**config.mk**
```make
export PLATFORM = sky130hd
export DESIGN_NAME = sseg_mux_display_flat
export DESIGN_NICKNAME = d
export VERILOG_FILES = /design/src/rtl/sseg_pkg.sv /design/src/rtl/sseg_mux_display_if.sv /design/src/rtl/sseg_mux_display_refresh_timer.sv /design/src/rtl/sseg_mux_display.sv /design/src/flat_wrapper.sv
export SDC_FILE = /design/constraint.sdc
export NUM_CORES = 1
export LEC_CHECK = 0
export ABC_AREA = 1
export BUFFER_PORTS_ARGS = -buffer_cell sky130_fd_sc_hd__buf_4
export CORE_UTILIZATION = 53
export CTS_CLUSTER_DIAMETER = 200
export DETAILED_ROUTE_END_ITERATION = 6
export PLACE_DENSITY = 0.76
export SKIP_LAST_GASP = 1
export SYNTH_ARGS = -nofsm -noshare
export SYNTH_HDL_FRONTEND = slang
export SYNTH_HIERARCHICAL = 1
export SYNTH_SLANG_ARGS = --single-unit
```
**constraint.sdc**
```tcl
create_clock -name clk -period 2.8 [get_ports clk]
set_input_delay 0.56 -clock clk [delete_from_list [all_inputs] [get_ports clk]]
set_output_delay 0.56 -clock clk [all_outputs]
set_load 0.02 [all_outputs]
```
**src/rtl/sseg_pkg.sv**
```systemverilog
// rtl/sseg_pkg.sv - shared constants, width helper and hex-to-segment decode
package sseg_pkg;

    localparam logic [6:0] SEG_BLANK = 7'h7F;

    function automatic int clog2(input int value);
        int bits;
        bits = 0;
        while ((1 << bits) < value) begin
            bits = bits + 1;
        end
        return (bits < 1) ? 1 : bits;
    endfunction

    // Patterns are {a,b,c,d,e,f,g}, active-low
    function automatic logic [6:0] hex_to_seg7(input logic [3:0] hex);
        logic [6:0] seg;
        case (hex)
            4'h0:    seg = 7'b0000001;
            4'h1:    seg = 7'b1001111;
            4'h2:    seg = 7'b0010010;
            4'h3:    seg = 7'b0000110;
            4'h4:    seg = 7'b1001100;
            4'h5:    seg = 7'b0100100;
            4'h6:    seg = 7'b0100000;
            4'h7:    seg = 7'b0001111;
            4'h8:    seg = 7'b0000000;
            4'h9:    seg = 7'b0000100;
            4'hA:    seg = 7'b0000010;
            4'hB:    seg = 7'b1100000;
            4'hC:    seg = 7'b0110001;
            4'hD:    seg = 7'b1000010;
            4'hE:    seg = 7'b0010000;
            4'hF:    seg = 7'b0111000;
            default: seg = SEG_BLANK;
        endcase
        return seg;
    endfunction

endpackage

```
**src/rtl/sseg_mux_display_if.sv**
```systemverilog
// rtl/sseg_mux_display_if.sv - user-side image inputs and display pin outputs
interface sseg_mux_display_if #(
    parameter int N_DIGITS = 8
) ();
    logic [4*N_DIGITS-1:0] hex_in;
    logic [N_DIGITS-1:0]   dp_in;
    logic [N_DIGITS-1:0]   blank_in;
    logic                  lz_en;
    logic                  load;
    logic                  pending;
    logic                  frame_done;
    logic [N_DIGITS-1:0]   an;
    logic [7:0]            sseg;

    modport master (
        output hex_in, dp_in, blank_in, lz_en, load,
        input  pending, frame_done, an, sseg
    );

    modport slave (
        input  hex_in, dp_in, blank_in, lz_en, load,
        output pending, frame_done, an, sseg
    );
endinterface

```
**src/rtl/sseg_mux_display_refresh_timer.sv**
```systemverilog
// rtl/sseg_mux_display_refresh_timer.sv - slot prescaler, digit index and frame wrap
module sseg_refresh_timer
    import sseg_pkg::*;
#(
    parameter int N_DIGITS     = 8,
    parameter int REFRESH_DIV  = 100000,
    parameter int BLANK_CYCLES = 1000,
    localparam int IW          = clog2(N_DIGITS)
) (
    input  logic          clk,
    input  logic          reset_n,
    output logic          tick,
    output logic          wrap,
    output logic [IW-1:0] digit_idx_nxt,
    output logic          in_blank_gap_nxt,
    output logic          frame_done
);
    localparam int PW = clog2(REFRESH_DIV);

    logic [PW-1:0] prescaler_q, prescaler_d;
    logic [IW-1:0] digit_idx_q, digit_idx_d;
    logic          frame_done_q, frame_done_d;

    // Next-state values are exported so the output registers line up with the slot
    always_comb begin
        tick         = (prescaler_q == PW'(REFRESH_DIV - 1));
        wrap         = tick && (digit_idx_q == IW'(N_DIGITS - 1));
        prescaler_d  = tick ? '0 : prescaler_q + PW'(1);
        digit_idx_d  = digit_idx_q;
        if (wrap) begin
            digit_idx_d = '0;
        end else if (tick) begin
            digit_idx_d = digit_idx_q + IW'(1);
        end
        frame_done_d     = wrap;
        digit_idx_nxt    = digit_idx_d;
        in_blank_gap_nxt = (32'(prescaler_d) < BLANK_CYCLES);
    end

    always_ff @(posedge clk) begin
        if (!reset_n) begin
            prescaler_q  <= '0;
            digit_idx_q  <= '0;
            frame_done_q <= 1'b0;
        end else begin
            prescaler_q  <= prescaler_d;
            digit_idx_q  <= digit_idx_d;
            frame_done_q <= frame_done_d;
        end
    end

    assign frame_done = frame_done_q;

endmodule

```
**src/rtl/sseg_mux_display.sv**
```systemverilog
// rtl/sseg_mux_display.sv - double-buffered multiplexed seven-segment driver
module sseg_mux_display
    import sseg_pkg::*;
#(
    parameter int N_DIGITS     = 8,
    parameter int REFRESH_DIV  = 100000,
    parameter int BLANK_CYCLES = 1000
) (
    input  logic                clk,
    input  logic                reset_n,
    sseg_mux_display_if.slave   bus
);
    localparam int IW = clog2(N_DIGITS);

    logic                         tick, wrap, in_blank_gap_nxt, frame_done;
    logic [IW-1:0]                digit_idx_nxt;
    logic [N_DIGITS-1:0][3:0]     stage_hex_q, stage_hex_d, disp_hex_q, disp_hex_d;
    logic [N_DIGITS-1:0]          stage_dp_q, stage_dp_d, disp_dp_q, disp_dp_d;
    logic [N_DIGITS-1:0]          stage_blank_q, stage_blank_d, disp_blank_q, disp_blank_d;
    logic                         pending_q, pending_d;
    logic [N_DIGITS-1:0]          an_q, an_d;
    logic [7:0]                   sseg_q, sseg_d;
    logic [N_DIGITS-1:0]          suppress;
    logic                         zero_run, cur_dp, cur_blank, cur_supp;
    logic [3:0]                   cur_hex;

    sseg_refresh_timer #(
        .N_DIGITS    (N_DIGITS),
        .REFRESH_DIV (REFRESH_DIV),
        .BLANK_CYCLES(BLANK_CYCLES)
    ) u_timer (
        .clk             (clk),
        .reset_n         (reset_n),
        .tick            (tick),
        .wrap            (wrap),
        .digit_idx_nxt   (digit_idx_nxt),
        .in_blank_gap_nxt(in_blank_gap_nxt),
        .frame_done      (frame_done)
    );

    always_comb begin
        stage_hex_d   = stage_hex_q;
        stage_dp_d    = stage_dp_q;
        stage_blank_d = stage_blank_q;
        disp_hex_d    = disp_hex_q;
        disp_dp_d     = disp_dp_q;
        disp_blank_d  = disp_blank_q;
        pending_d     = pending_q;
        if (bus.load) begin
            stage_hex_d   = bus.hex_in;
            stage_dp_d    = bus.dp_in;
            stage_blank_d = bus.blank_in;
            pending_d     = 1'b1;
        end
        // A load landing on the wrap edge bypasses staging straight into the display
        if (wrap) begin
            if (bus.load) begin
                disp_hex_d   = bus.hex_in;
                disp_dp_d    = bus.dp_in;
                disp_blank_d = bus.blank_in;
            end else if (pending_q) begin
                disp_hex_d   = stage_hex_q;
                disp_dp_d    = stage_dp_q;
                disp_blank_d = stage_blank_q;
            end
            pending_d = 1'b0;
        end

        zero_run = bus.lz_en;
        suppress = '0;
        for (int i = N_DIGITS - 1; i >= 1; i--) begin
            zero_run    = zero_run && (disp_hex_d[i] == 4'h0);
            suppress[i] = zero_run;
        end

        cur_hex   = disp_hex_d[digit_idx_nxt];
        cur_dp    = disp_dp_d[digit_idx_nxt];
        cur_blank = disp_blank_d[digit_idx_nxt];
        cur_supp  = suppress[digit_idx_nxt];
        sseg_d    = {~cur_dp, cur_supp ? SEG_BLANK : hex_to_seg7(cur_hex)};
        an_d      = '1;
        if (!in_blank_gap_nxt && !cur_blank && (!cur_supp || cur_dp)) begin
            an_d[digit_idx_nxt] = 1'b0;
        end
    end

    always_ff @(posedge clk) begin
        if (!reset_n) begin
            stage_hex_q   <= '0;
            stage_dp_q    <= '0;
            stage_blank_q <= '0;
            disp_hex_q    <= '0;
            disp_dp_q     <= '0;
            disp_blank_q  <= '0;
            pending_q     <= 1'b0;
            an_q          <= '1;
            sseg_q        <= 8'hFF;
        end else begin
            stage_hex_q   <= stage_hex_d;
            stage_dp_q    <= stage_dp_d;
            stage_blank_q <= stage_blank_d;
            disp_hex_q    <= disp_hex_d;
            disp_dp_q     <= disp_dp_d;
            disp_blank_q  <= disp_blank_d;
            pending_q     <= pending_d;
            an_q          <= an_d;
            sseg_q        <= sseg_d;
        end
    end

    assign bus.pending    = pending_q;
    assign bus.frame_done = frame_done;
    assign bus.an         = an_q;
    assign bus.sseg       = sseg_q;

endmodule

```
**src/flat_wrapper.sv**
```systemverilog
// flat-port wrapper written by rule: the top's interface ports become plain ports
module sseg_mux_display_flat import sseg_pkg::*;
#(
    parameter int N_DIGITS     = 8,
    parameter int REFRESH_DIV  = 100000,
    parameter int BLANK_CYCLES = 1000
)
  (clk, reset_n, bus_hex_in, bus_dp_in, bus_blank_in, bus_lz_en, bus_load, bus_pending, bus_frame_done, bus_an, bus_sseg);
  sseg_mux_display_if #(.N_DIGITS(N_DIGITS)) bus_i ();
  input  logic clk;
  input  logic reset_n;
  input wire logic [$bits(bus_i.hex_in)-1:0] bus_hex_in;
  input wire logic [$bits(bus_i.dp_in)-1:0] bus_dp_in;
  input wire logic [$bits(bus_i.blank_in)-1:0] bus_blank_in;
  input wire logic [$bits(bus_i.lz_en)-1:0] bus_lz_en;
  input wire logic [$bits(bus_i.load)-1:0] bus_load;
  output wire logic [$bits(bus_i.pending)-1:0] bus_pending;
  output wire logic [$bits(bus_i.frame_done)-1:0] bus_frame_done;
  output wire logic [$bits(bus_i.an)-1:0] bus_an;
  output wire logic [$bits(bus_i.sseg)-1:0] bus_sseg;
  assign bus_i.hex_in = bus_hex_in;
  assign bus_i.dp_in = bus_dp_in;
  assign bus_i.blank_in = bus_blank_in;
  assign bus_i.lz_en = bus_lz_en;
  assign bus_i.load = bus_load;
  assign bus_pending = bus_i.pending;
  assign bus_frame_done = bus_i.frame_done;
  assign bus_an = bus_i.an;
  assign bus_sseg = bus_i.sseg;
  sseg_mux_display #(.N_DIGITS(N_DIGITS), .REFRESH_DIV(REFRESH_DIV), .BLANK_CYCLES(BLANK_CYCLES)) u_core (.clk(clk), .reset_n(reset_n), .bus(bus_i));
endmodule
```
======== Word-level counts from Yosys, hierarchy flattened ========
Memory sizes are Yosys's and may differ from the RTL's. A register that Yosys moved wholly into a read port is not among the register bits.
Index checks and enable logic that the tools add are counted.
operators by class
  add/subtract/negate cells ............... 2
  magnitude comparators ................... 3
  equal/unequal tests ..................... 2
  mux-type cells .......................... 22
  bitwise gates (word level) .............. 3
  reduce and logical (&&, ||, !) cells .... 25
operator list
  kind                   count
  $mux 32                3
  $mux 8                 6
  $logic_not 4->1        7
  $add 17x1->17 const B  1
  $eq 17x17->1 const B   1
  $lt 17x10->1 const B   1
  $mux 17                1
  $bmux 4 s3             1
  $logic_and 1x1->1      11
  $bmux 1 s3             3
  $not 8->8              1
  $mux 3                 2
  $lt 3x4->1 const B     1
  $mux 1                 4
  $mux 4                 1
  $reduce_or 2->1        2
  $add 3x1->3 const B    1
  $demux 1 s3            1
  $eq 3x3->1 const B     1
  $ge 3x1->1 const B     1
  $logic_not 1->1        3
  $not 1->1              2
  $reduce_and 2->1       1
  $logic_or 1x1->1       1
storage, ports and cells
  register bits after elaboration ......... 127
  memory bits (read-only) ................. 112
  input bits .............................. 52
  output and inout port bits .............. 18
  word-level logic and storage cells ...... 84
  memories kept ........................... 1
memories
  memory            words  bits a word  read ports  clocked after memory_dff  wr ports  line            RTL
  (name not given)  16     7            1           1                         0         sseg_pkg.sv:18  case (hex)

======== Logic depth before layout (Yosys ltp) ========
  word-level depth ........................ 17
  gate-level depth with buffers ........... 24
  gate-level depth less buffers ........... 24

======== Hierarchy ========
The synthesis kept the hierarchy.
by module, submodules not included
  module              instances  cells each  area an instance (um2)  seq. area each (um2)
  sseg_mux_display    1          775         5197.5                  2262.2
  sseg_refresh_timer  1          192         1221.2                  420.4

======== Least setup slack after synthesis ========
OpenSTA, ideal clock, no wires.
  path kind ............................... reg2reg
  start point ............................. register u_core.u_timer.prescaler_q[0]
  end point ............................... register u_core.sseg_q[5] (netlist: u_core/bus.sseg[5])
  library setup time ...................... 0.133 ns
  data arrival time ....................... 2.916 ns
  required time ........................... 2.667 ns
  path slack .............................. -0.248 ns
  stages on the path, launching flop included .. 22
  buffers on the path ..................... 2
  period minus slack after synthesis ...... 3.048 ns
  cell sequence ........................... dfxtp_1 -> ha_1 -> nand2_1 -> inv_1 -> nand2_2 -> nor2_2 -> nand2_2 -> nor2_1 -> inv_1 -> nor2_2 -> buf_2 -> buf_2 -> nand2_1 -> nand3_1 -> nand4_1 -> nor2_1 -> inv_1 -> ha_1 -> nand3b_1 -> nand3_1 -> nand2_1 -> nand3b_1
between the ends
  word-level cells in the longest chain between the ends .. 14
  elaborated cells between the ends (all ways) .. 24
  classes of those cells .................. eq/ne (1); mux (7); reduce/logical (16)
ends and longest elaborated chain
  item                              line                                  RTL
  start, declared                   sseg_mux_display_refresh_timer.sv:20  logic [PW-1:0] prescaler_q, prescaler_d;
  start signal, assigned            sseg_mux_display_refresh_timer.sv:46  prescaler_q <= prescaler_d;
  $eq 17x17->1 (*)                  sseg_mux_display_refresh_timer.sv:26  tick = (prescaler_q == PW'(REFRESH_DIV - 1));
  $logic_and 1x1->1 (*)             sseg_mux_display_refresh_timer.sv:27  wrap = tick && (digit_idx_q == IW'(N_DIGITS - 1));
  net u_core.wrap                   sseg_mux_display.sv:15                logic tick, wrap, in_blank_gap_nxt, frame_done;
  $mux 32                           sseg_mux_display.sv:56                if (wrap) begin
  $logic_not 4->1                   sseg_mux_display.sv:72                zero_run = zero_run && (disp_hex_d[i] == 4'h0);
  $logic_and 1x1->1 (7 in a row)    sseg_mux_display.sv:72
  $bmux 1 s3                        sseg_mux_display.sv:79                cur_supp = suppress[digit_idx_nxt];
  $mux 1 (implied by the code)      sseg_mux_display.sv:79
  $reduce_or 2->1 (no source line)  --
  end, declared                     sseg_mux_display.sv:22                logic [7:0] sseg_q, sseg_d;
The timed path passes the listed nets; every way through them passes the cells marked *. The select of a mux whose other input is x is not followed.
A chain may end at the register's enable or synchronous reset.

======== Final worst setup path ========
  start point ............................. register u_core.u_timer.prescaler_q[1]
  end point ............................... register u_core.sseg_q[6] (netlist: u_core/bus.sseg[6])
The elaborated chain is that of the path after synthesis.

==> impl_metrics.yaml <==
run_status:
  status: "finished, violations left"
  failed_checks: "DRC, setup timing"
route:
  ant_nets: 0
  via_per_inst: 5.17
  drt_wl_total_um: 18300
  wl_per_cell_um: 14.5
  drc_errors: 6
  drtPass1Iterations: 7
  drtIter0Drc: 410
  vias: 6523
global_route:
  grt_pass1_wl_um: 27300
  grt_max_degree: 47
  grt_remaining_overflow: 0
  antenna_found_initial: 0
  grt_pass1_vias: 5927
  gr-usage-all-layers_pct: 27.7
synthesis:
  synth_top_area_share_pct: 41.8
  synthSimpleGateAreaFrac_pct: 37.9
  synth_top_family_by_area: "simple AND/OR/NAND/NOR gates"
  synth_edf_count: 0
  synthAdderAreaFrac_pct: 1.75
  synth.avg_cell_area_um2: 6.64
  synth_area_leaders: "dfxtp_1 (42%), nand2_1 (19%), nor2_1 (8.9%), inv_1 (5.9%), nand3_1 (4.3%)"
  synth-xor-area-share_pct: 0.409
  syn_area_mm2: 0.00642
  synth-seq-cells: 134
  synth_warnings: 6
  synthArstFlopShare_pct: 0
  yosysTopAreaCell: "dfxtp_1"
  synth_compound_area_share_pct: 6.69
  ys_seq_area_share_pct: 41.8
  yosys.cell_types.count: 37
  synthCells: 967
  syn_nets: 1028
  yosys-mux-area-fraction_pct: 2.03
  ys.flop_type: "dfxtp_1"
hold_path:
  hold_depth: 3
  hold_class: "primary input to register"
  min_from: "bus_blank_in[7]"
  min_to: "u_core/stage_blank_q[7]"
setup_path:
  cp_top_family: "simple AND/OR/NAND/NOR gates"
  worstPathMaxFanout: 8
  worstReg2RegEnd: "u_core/bus.sseg[6]"
  critPathSlowestCell: "dfxtp_2"
  crit_chain: "ha_4 > nand2_2 > inv_2 > nand2_4 > nor2_4 > nand2_4 > nor2_4 > inv_2 > nor2_4 > buf_12 > nand2_1 > nand2_1 > o21ai_1 > nor2_1 > nand2_2 > buf_6 > ha_4 > nand3b_1 > nand3_1 > nand2_1 > nand3b_1"
  worstPathArrival_ps: 3210
  critical_path_buf_inv_count: 4
  critical_path_class: "register to register"
  rr_worst_depth: 21
  max_stage_delay_ps: 360
  start_kind: "register"
  r2r-start: "u_core/u_timer/prescaler_q[1]"
  endpoint_kind: "register"
  rrSetupSlack_ps: -100
  crit_required_ps: 3110
die:
  dieArea_mm2: 0.0126
  die_h_um: 112
  pin_count: 70
  std_cell_rows: 39
  fp.dieW_um: 112
  core_area_mm2: 0.0116
  start_util_pct: 55.3
sta:
  hold_viol: 0
  fin_setup_tns_ps: -450
  clock_skew_ps: 10.1
  setup_slack_ps: -101
  fin_crit_ps: 2900
  worst_pin_slew_ps: 525
  fin_crit_sh_pct: 104
  max_slew_margin_pct: 65.0
  slew_violations: 0
  grt_setup_unrepaired: "yes"
  setup_viol: 12
  fmax_ghz: 0.345
power:
  p_leak_nw: 4.15
  p_per_area_mw_per_mm2: 494
  ir_drop_mv: 0.441
cells_and_area:
  layout_common_cells: "nand2_1 (291), buf_4 (138), nor2_1 (133), dfxtp_1 (131), inv_1 (89)"
  final_core_utilization_pct: 74.9
  nFillCells: 839
  final_area_mm2: 0.00870
  drive_above_1_share_pct: 28.8
  syn2layout_area_growth_pct: 35.5
  final_cells: 1261
  layout.nets: 1166
  final_common_cell: "nand2_1"
  diodes: 0
clock_tree:
  cts_made_buffers: 17
  cts_tree: "yes"
  clkTransAtPathRegs_ps: 60
  hold_buffers: 0
  ctsLongestPathBuffers: 2
  cts.sink_count: 134
  htreeDepth: 4
  clk_latency_ps: 430
  clock-root-buffer: "clkbuf_16"
run:
  cap_violations: 0
place:
  dp_hpwl_um: 11000
  placed_area_mm2: 0.00750
  preCtsSetupSlack_ps: -63.2
  dp.cells: 1208
  routabilityCongestion: 0.895
  numPortBuffers: 69
## Yosys cell counts, types with 10 or more instances
library cell and instances:
nand2_2 10, nand2_1 325, o21ai_1 15, buf_2 10, a21oi_1 27, nand3_1 55
o21ai_0 21, clkbuf_1 12, dfxtp_1 134, mux2i_1 13, nor2_1 152, inv_1 101
## flip-flops by register name (all words and copies together) (netlist names)
signal	cells
u_core/disp_blank_q	8
u_core/bus.sseg	8
u_core/u_timer/digit_idx_q	3
u_core/bus.pending	1
u_core/disp_dp_q	8
u_core/stage_hex_q	32
u_core/bus.an	8
u_core/stage_dp_q	8
u_core/stage_blank_q	8
u_core/u_timer/frame_done	1
u_core/disp_hex_q	32
u_core/u_timer/prescaler_q	17
## power breakdown
part	switching [mW]	total, mW	internal (mW)
clock	0.875	2.04	1.16
sequential	0.0165	1.97	1.96
combinational	0.162	0.281	0.119
## layout make-up
type                    instances  area, µm²  share of cell area, %
clock buffers                  19        443                   5.09
clock inverters                13        100                   1.15
inverters                     113        437                   5.02
multi-input cells             689       3600                   41.4
flip-flops and latches        134       2690                   30.9
well taps                     143        179                   2.06
repair buffers                150       1250                   14.4
## cell families (layout without fill, tap and decap cells)
kind of cell / Yosys count / after routing
compound gates: 78 / 78
simple gates: 585 / 586
buf+inv: 145 / 295
mux: 13 / 13
flops: 134 / 134
xor+xnor: 3 / 3
fa+ha+maj: 9 / 9
## worst min-delay path, cell delays in order
cell and delay, ps:
buf_4 70, mux2i_1 70, nor2_1 80
## stage by stage
step	power (mW)	hold WS (ps)
after floorplan	2.17	420
after global placement	2.28	455
after detailed placement	2.28	459
after CTS	4.30	389
after global routing	4.45	406
final	4.29	397
## worst max-delay path by stage
stage	slack, ps	to	startpoint	cells after the start
6_report	-100	u_core/bus.sseg[6]	u_core/u_timer/prescaler_q[1]	21
5_1_grt	-190	u_core/bus.an[3]	u_core/u_timer/prescaler_q[1]	22
4_1_cts	3	u_core/bus.sseg[5]	u_core/u_timer/prescaler_q[0]	22
3_5_place_dp	-60	u_core/bus.sseg[6]	u_core/u_timer/prescaler_q[1]	20
3_3_place_gp	0.6	u_core/bus.sseg[6]	u_core/u_timer/prescaler_q[0]	22
2_1_floorplan	3	u_core/bus.sseg[5]	u_core/u_timer/prescaler_q[0]	21
## per-layer routing
layer  up-vias  GRT usage, %  part of all wire [%]  wire length [µm]
met5         -             0                     0                 0
met4         0          13.2                   3.5               646
met3        55          5.35                   6.3              1150
met2       248          47.3                    49              9020
met1      2960          33.6                    41              7510
li1       3260             -                     -                 -
## repair_timing
action,4_1_cts,5_1_grt
cloned,2,3
setup endpoints to repair,13,15
resized for setup,26,105
setup buffers,11,7
pin swaps,11,34
Note: power is estimated with default switching activity, not from simulation.
